## src/rtl/key_conditioner.sv

```systemverilog
// Pushbutton conditioner: per-key two-flop synchroniser, debounce filter and
// press / release / long-hold pulse generation, all outputs registered.
module key_conditioner #(
  parameter int N_KEYS          = 4,
  parameter int DEBOUNCE_CYCLES = 1000000,
  parameter int HOLD_CYCLES     = 50000000
) (
  input  logic              CLOCK_50,
  input  logic              reset,
  input  logic [N_KEYS-1:0] KEY,
  output logic [N_KEYS-1:0] key_down,
  output logic [N_KEYS-1:0] key_press,
  output logic [N_KEYS-1:0] key_release,
  output logic [N_KEYS-1:0] key_hold
);

  localparam int DB_W   = $clog2(DEBOUNCE_CYCLES + 1);
  localparam int HOLD_W = $clog2(HOLD_CYCLES + 1);

  // Last count before the new level is accepted; hold fires one step before saturation.
  localparam logic [DB_W-1:0]   DB_LAST   = DB_W'(DEBOUNCE_CYCLES - 1);
  localparam logic [HOLD_W-1:0] HOLD_LAST = HOLD_W'(HOLD_CYCLES - 1);
  localparam logic [HOLD_W-1:0] HOLD_MAX  = HOLD_W'(HOLD_CYCLES);

  typedef enum logic [1:0] {
    RELEASED = 2'd0,
    PRESSED  = 2'd1,
    HELD     = 2'd2
  } state_t;

  logic [N_KEYS-1:0] meta;
  logic [N_KEYS-1:0] stable;
  logic [N_KEYS-1:0] sync;
  logic [N_KEYS-1:0] accept;
  logic [DB_W-1:0]   db_cnt   [N_KEYS];
  logic [HOLD_W-1:0] hold_cnt [N_KEYS];
  state_t            state    [N_KEYS];

  assign sync = ~stable;

  // NOTE: every variable assigned in always_comb gets a default first, so no latch is inferred.
  always_comb begin
    accept = '0;
    for (int i = 0; i < N_KEYS; i++) begin
      accept[i] = (sync[i] != key_down[i]) && (db_cnt[i] == DB_LAST);
    end
  end

  // NOTE: all sequential state uses non-blocking assignments so every flop samples pre-edge values.
  always_ff @(posedge CLOCK_50) begin
    if (reset) begin
      meta        <= '1;
      stable      <= '1;
      key_down    <= '0;
      key_press   <= '0;
      key_release <= '0;
      key_hold    <= '0;
      // NOTE: these per-channel arrays are plain registers, not RAM, so resetting them is legal and intended.
      for (int i = 0; i < N_KEYS; i++) begin
        db_cnt[i]   <= '0;
        hold_cnt[i] <= '0;
        state[i]    <= RELEASED;
      end
    end else begin
      meta        <= KEY;
      stable      <= meta;
      key_press   <= '0;
      key_release <= '0;
      key_hold    <= '0;

      for (int i = 0; i < N_KEYS; i++) begin
        if (accept[i] || (sync[i] == key_down[i])) begin
          db_cnt[i] <= '0;
        end else begin
          db_cnt[i] <= db_cnt[i] + 1'b1;
        end

        case (state[i])
          RELEASED: begin
            hold_cnt[i] <= '0;
            if (accept[i]) begin
              state[i]     <= PRESSED;
              key_down[i]  <= 1'b1;
              key_press[i] <= 1'b1;
            end
          end
          PRESSED: begin
            // Release wins over hold so the two pulses can never share a cycle.
            if (accept[i]) begin
              state[i]       <= RELEASED;
              key_down[i]    <= 1'b0;
              key_release[i] <= 1'b1;
              hold_cnt[i]    <= '0;
            end else if (hold_cnt[i] == HOLD_LAST) begin
              state[i]    <= HELD;
              key_hold[i] <= 1'b1;
              hold_cnt[i] <= HOLD_MAX;
            end else begin
              hold_cnt[i] <= hold_cnt[i] + 1'b1;
            end
          end
          HELD: begin
            if (accept[i]) begin
              state[i]       <= RELEASED;
              key_down[i]    <= 1'b0;
              key_release[i] <= 1'b1;
              hold_cnt[i]    <= '0;
            end
          end
          default: begin
            state[i]    <= RELEASED;
            key_down[i] <= 1'b0;
            hold_cnt[i] <= '0;
          end
        endcase
      end
    end
  end

endmodule

```

## config.mk

```make
export PLATFORM = sky130hd
export DESIGN_NAME = key_conditioner
export DESIGN_NICKNAME = d
export VERILOG_FILES = /design/src/rtl/key_conditioner.sv
export SDC_FILE = /design/constraint.sdc
export NUM_CORES = 1
export LEC_CHECK = 0
export ABC_CLOCK_PERIOD_IN_PS = 5000
export CORE_ASPECT_RATIO = 1.2
export CORE_MARGIN = 2
export CORE_UTILIZATION = 44
export DETAILED_ROUTE_END_ITERATION = 10
export GPL_TIMING_DRIVEN = 0
export SLEW_MARGIN = 10
export SYNTH_ARGS = -nofsm -noshare
export SYNTH_HDL_FRONTEND = slang
export SYNTH_SLANG_ARGS = --single-unit
```

## constraint.sdc

```tcl
create_clock -name CLOCK_50 -period 5 [get_ports CLOCK_50]
set_clock_uncertainty 0.1 [all_clocks]
set_input_delay 0.5 -clock CLOCK_50 [delete_from_list [all_inputs] [get_ports CLOCK_50]]
set_output_delay 0.5 -clock CLOCK_50 [all_outputs]
set_load 0.1 [all_outputs]
```

Word-level counts from Yosys, hierarchy flattened --
Memory sizes are Yosys's and may differ from the RTL's. Index checks and enable logic that the tools add are counted.
Operators by class: div/mod/pow operators 0, equality and inequality tests 32, order comparisons 0, shifts and indexed selects 0, $add $sub $neg 8, multiply operators 0, reduce and logical (&&, ||, !) cells 28, mux-type cells 194, bitwise logic cells 57
Operators with widths (number):
- $mux W26 | 24
- $mux W20 | 8
- $mux W1 | 138
- $add A26 B1 Y26 const B | 4
- $eq A26 B26 Y1 const B | 4
- $add A20 B1 Y20 const B | 4
- $eq A20 B20 Y1 const B | 4
- $or A1 B1 Y1 | 52
- $mux W2 | 20
- $reduce_or A2 Y1 | 8
- $reduce_or A3 Y1 | 4
- $eq A2 B1 Y1 const B | 4
- $eq A2 B2 Y1 const B | 4
- $logic_not A2 Y1 | 4
- $ne A2 B1 Y1 const B | 4
- $ne A2 B2 Y1 const B | 4
- $pmux W1 S2 | 4
- $reduce_and A2 Y1 | 4
- $eq A1 B1 Y1 | 4
- $logic_and A1 B1 Y1 | 4
- $logic_or A1 B1 Y1 | 4
- $ne A1 B1 Y1 | 4
- $not A1 Y1 | 4
- $not A4 Y4 | 1
Storage, ports and cells: bits in writable memories 192, word-level logic and storage cells 334, register bits 24, memories 3, latch bits 0, bits of input ports 6, memory bits (read-only) 0
Memories:
- hold_cnt | depth 4, bits a word 26, read ports 4, clocked after memory_dff 0, wr ports 4, RTL line 36 | logic [HOLD_W-1:0] hold_cnt [N_KEYS];
- db_cnt | depth 4, bits a word 20, read ports 4, clocked after memory_dff 0, wr ports 4, RTL line 35 | logic [DB_W-1:0] db_cnt [N_KEYS];
- state | depth 4, bits a word 2, read ports 4, clocked after memory_dff 0, wr ports 4, RTL line 37 | state_t state [N_KEYS];

Longest topological paths before layout --
word-level depth 12, gate-level depth with buffers 8

Worst setup path before layout --
OpenSTA, ideal clock, no wires.
path type reg2reg, start point mem db_cnt[3][6] (netlist name), end point mem hold_cnt[3][0] (netlist name), enable pin, path buffers 1, stages on the path, launching flop included 6, slack 0.723 ns, library setup time 0.445 ns, data arrival time 3.732 ns, cells stage by stage edfxtp_1 or3_1 or4_1 or3_1 buf_2 o21ai_0
RTL lines (RTL line):
- start: declaration | 35
- end: declaration | 36

==> flow_summary_export.csv <==
group,metric,value,unit
worst_setup_path,path_common_cell,"nand2_1",
pwr,seq_power_share,0.507,
global_route,grt_pass1_vias,7749,
place,dp.cells,1520,
worst_setup_path,reg2reg_depth,5,
synthesis,synth_seq_cells,216,
clock_tree,ctsHoldBuffers,0,
drt,vias_per_cell,5.02,
worst_setup_path,slowest_delay,0.82,ns
synthesis,synthTopCellsByArea,"edfxtp_1, xor2_1, nor2_1",
drt,drt_wl_total,21300,um
sta,post-route-min-period,3.31,ns
worst_setup_path,worstSetupEndpoint,"hold_cnt[2][6]",
drt,vias,7855,
finish,drive_above_1_share,0.0632,
clock_tree,cts_resized,0,
worst_hold_path,hp-class,"reg -> reg",
pwr,p_sw,921,uW
sta,setup_viol,0,
drt,final_antenna_net_count,0,
drt,avgRoutedWirePerCell,13.6,um
clock_tree,clkLatencyLatePin,0.52,ns
drt,drtPass1Iterations,5,
synthesis,synth_top_area_frac,0.505,
worst_setup_path,crit_start,"db_cnt[2][10]",
worst_setup_path,r2r_slack,1.69,ns
clock_tree,clk_pin_slew,0.06,ns
die,rows,64,
sta,hold-worst-slack,0.304,ns
synthesis,ys_seq_area_frac,0.547,
place,gp_congestion,0.782,
worst_setup_path,slowest_stage,"nand2_1",
clock_tree,root_buffer,"clkbuf_16",
die,fp.dieH,180,um
sta,tightest_slew,1.18,ns
die,chipWidth,151,um
place,dpl_cell_area,12300,um2
sta,slew_viol_final,0,
finish,design_area,13200,um2
place,port_buffers,20,
global_route,antenna_found_initial,0,
worst_setup_path,start_kind,"flip-flop",
worst_setup_path,r2r_end,"hold_cnt[2][6]",
clock_tree,clockBufferDepth,3,
worst_setup_path,critPathRequiredTime,5.04,ns
pwr,swShare,0.219,
pwr,p_int,3290,uW
finish,syn2layout_area_growth,15.6,%
global_route,grtUsageTotal,0.161,
place,hpwl,14800,um
clock_tree,numCtsBuffers,24,
clock_tree,cts.sink_count,216,
pwr,clockPowerShare,0.451,
worst_setup_path,crit_path_cell_trace,"or4b_2 -> nor4_1 -> and3_1 -> nand2_1 -> nand2_1",
synthesis,syn-mean-instance-area,10.5,um2
synthesis,ys_types,47,
synthesis,yosys_warnings,0,
clock_tree,post-cts-setup-buffer-count,0,
die,core_region_area,25500,um2
synthesis,ys.flop_type,"edfxtp_1",
pwr,pwr-share-comb,0.042,
finish,diodes,0,
worst_setup_path,crit_arrival,3.35,ns
synthesis,synth_top_cell_by_area,"edfxtp_1",
worst_setup_path,critPathKind,"reg -> reg",
clock_tree,htree_levels,1,
pwr,leakage,0.00450,uW
worst_hold_path,holdPathStages,1,
clock_tree,cts_tree,"yes",
sta,fmax,302,MHz
worst_setup_path,r2r-start,"db_cnt[2][10]",
sta,relSlewSlack,0.203,
sta,rsz0062_at_grt,"false",
global_route,grt_max_degree,27,
sta,hold_viol_final,0,
synthesis,syn_area,11400,um2
die,io_pins,22,
pwr,ir_drop,0.236,mV
run,max-cap-violations,0,
die,dieArea,27300,um2
synthesis,synth_edf_count,192,
die,start_util,0.447,
pwr,power,4210,uW
status,status,"finished, final reports clean",
worst_setup_path,crit_fanout,26,
synthesis,async_flop_share,0,
synthesis,synthCells,1091,
drt,drc_errors,0,
global_route,grt_pass1_wl,36700,um
finish,nets,1246,
drt,drt-initial-drc-count,353,
global_route,overflow,0,
finish,fin_cells,1564,
worst_setup_path,critPathCaptureType,"flip-flop",
pwr,cellPowerDensity,319,nW/um2
sta,finalCritPeriodShare,0.663,
-- power by group through the flow --
stage	Clock [uW]	Sequential, uW	Combinational, uW
global route	2020	2150	202
global placement	0	2170	172
CTS	1950	2130	176
detailed placement	0	2170	175
floorplan	0	2150	139
finish	1900	2130	176
-- registers in the layout, summed over array words and instances (netlist names) --
| register | flops |
|---|---|
| stable | 4 |
| key_down | 4 |
| hold_cnt | 104 |
| key_release | 4 |
| state | 8 |
| db_cnt | 80 |
| key_press | 4 |
| meta | 4 |
| key_hold | 4 |
-- worst max-delay path, delay by kind of cell, from the launching register on --
kind / cells / cell delay [ns]
and+or+nand+nor: 5 / 2.39
DFF: 1 / 0.44
-- placed cells by master (no fill, tap or decap), types with 13 or more instances in the layout --
cell / instances
and3_1: 36
nand3_1: 79
clkbuf_1: 23
o21ai_0: 13
edfxtp_1: 192
clkbuf_16: 25
nor2_1: 224
a21oi_1: 19
or2_2: 18
xor2_1: 97
nand4_1: 46
nor3_1: 25
ha_1: 24
nand2_1: 65
clkdlybuf4s50_1: 20
dfxtp_1: 24
inv_1: 28
conb_1: 80
nor4_1: 20
xnor2_1: 66
-- final cells by class --
type | instances | area, um2
clock buffer | 32 | 682
multi-input combinational | 900 | 5270
buffer | 26 | 118
clock inverter | 12 | 170
sequential | 216 | 6250
fill | 2290 | 12300
inverter | 28 | 105
timing repair buffer | 20 | 200
tap | 330 | 413
-- cell usage after synthesis (3+ instances only) --
library cell	number
nor4bb_1	4
nor2b_1	3
ha_1	24
buf_2	4
nand2_1	65
nor4_1	20
or3_1	12
nand4_1	46
nand3_1	81
nor4b_1	8
nor3b_1	11
nor2_1	224
nor3_1	25
or4_1	8
and3_1	36
nand2b_1	4
or2_2	18
xor2_1	97
xnor2_1	66
edfxtp_1	192
and4_1	10
dfxtp_1	24
clkbuf_1	19
inv_1	28
a21oi_1	19
o21ai_0	14
and2_1	6
-- layer usage --
| layer | up-vias | global-route usage | wire [um] |
|---|---|---|---|
| li1 | 4065 | - | - |
| met4 | 0 | 0.0389 | 340 |
| met2 | 73 | 0.278 | 10300 |
| met1 | 3692 | 0.213 | 10100 |
| met3 | 25 | 0.0243 | 636 |
| met5 | - | 0 | 0 |
-- stage by stage --
step | setup TNS [ns] | setup WS (ns) | utilization
final | 0 | 1.69 | 0.517
after floorplan | 0 | 0.723 | -
after global placement | -8.27 | -0.319 | 0.483
after CTS | 0 | 1.65 | 0.517
after global routing | 0 | 1.43 | 0.517
after detailed placement | 0 | 1.64 | 0.483
-- kinds of logic (layout without fill, tap and decap cells) --
| group | Yosys count | count (layout) | share of synthesized area |
|---|---|---|---|
| compound gates | 39 | 39 | 0.0187 |
| buf+inv | 54 | 118 | 0.0195 |
| xor+xnor | 163 | 163 | 0.125 |
| simple gates | 594 | 594 | 0.263 |
| other cells | 1 | 80 | 0.000328 |
| fa+ha+maj | 24 | 24 | 0.0263 |
| flops | 216 | 216 | 0.547 |
-- how the worst min path moves through the flow --
stage	start	end	slack (ns)
finish	meta[3]	stable[3]	0.30
global route	meta[1]	stable[1]	0.32
CTS	meta[3]	stable[3]	0.30
detailed placement	meta[2]	stable[2]	0.29
global placement	meta[3]	stable[3]	0.29
floorplan	meta[0]	stable[0]	0.29
Power figures use the tool's default switching activity.
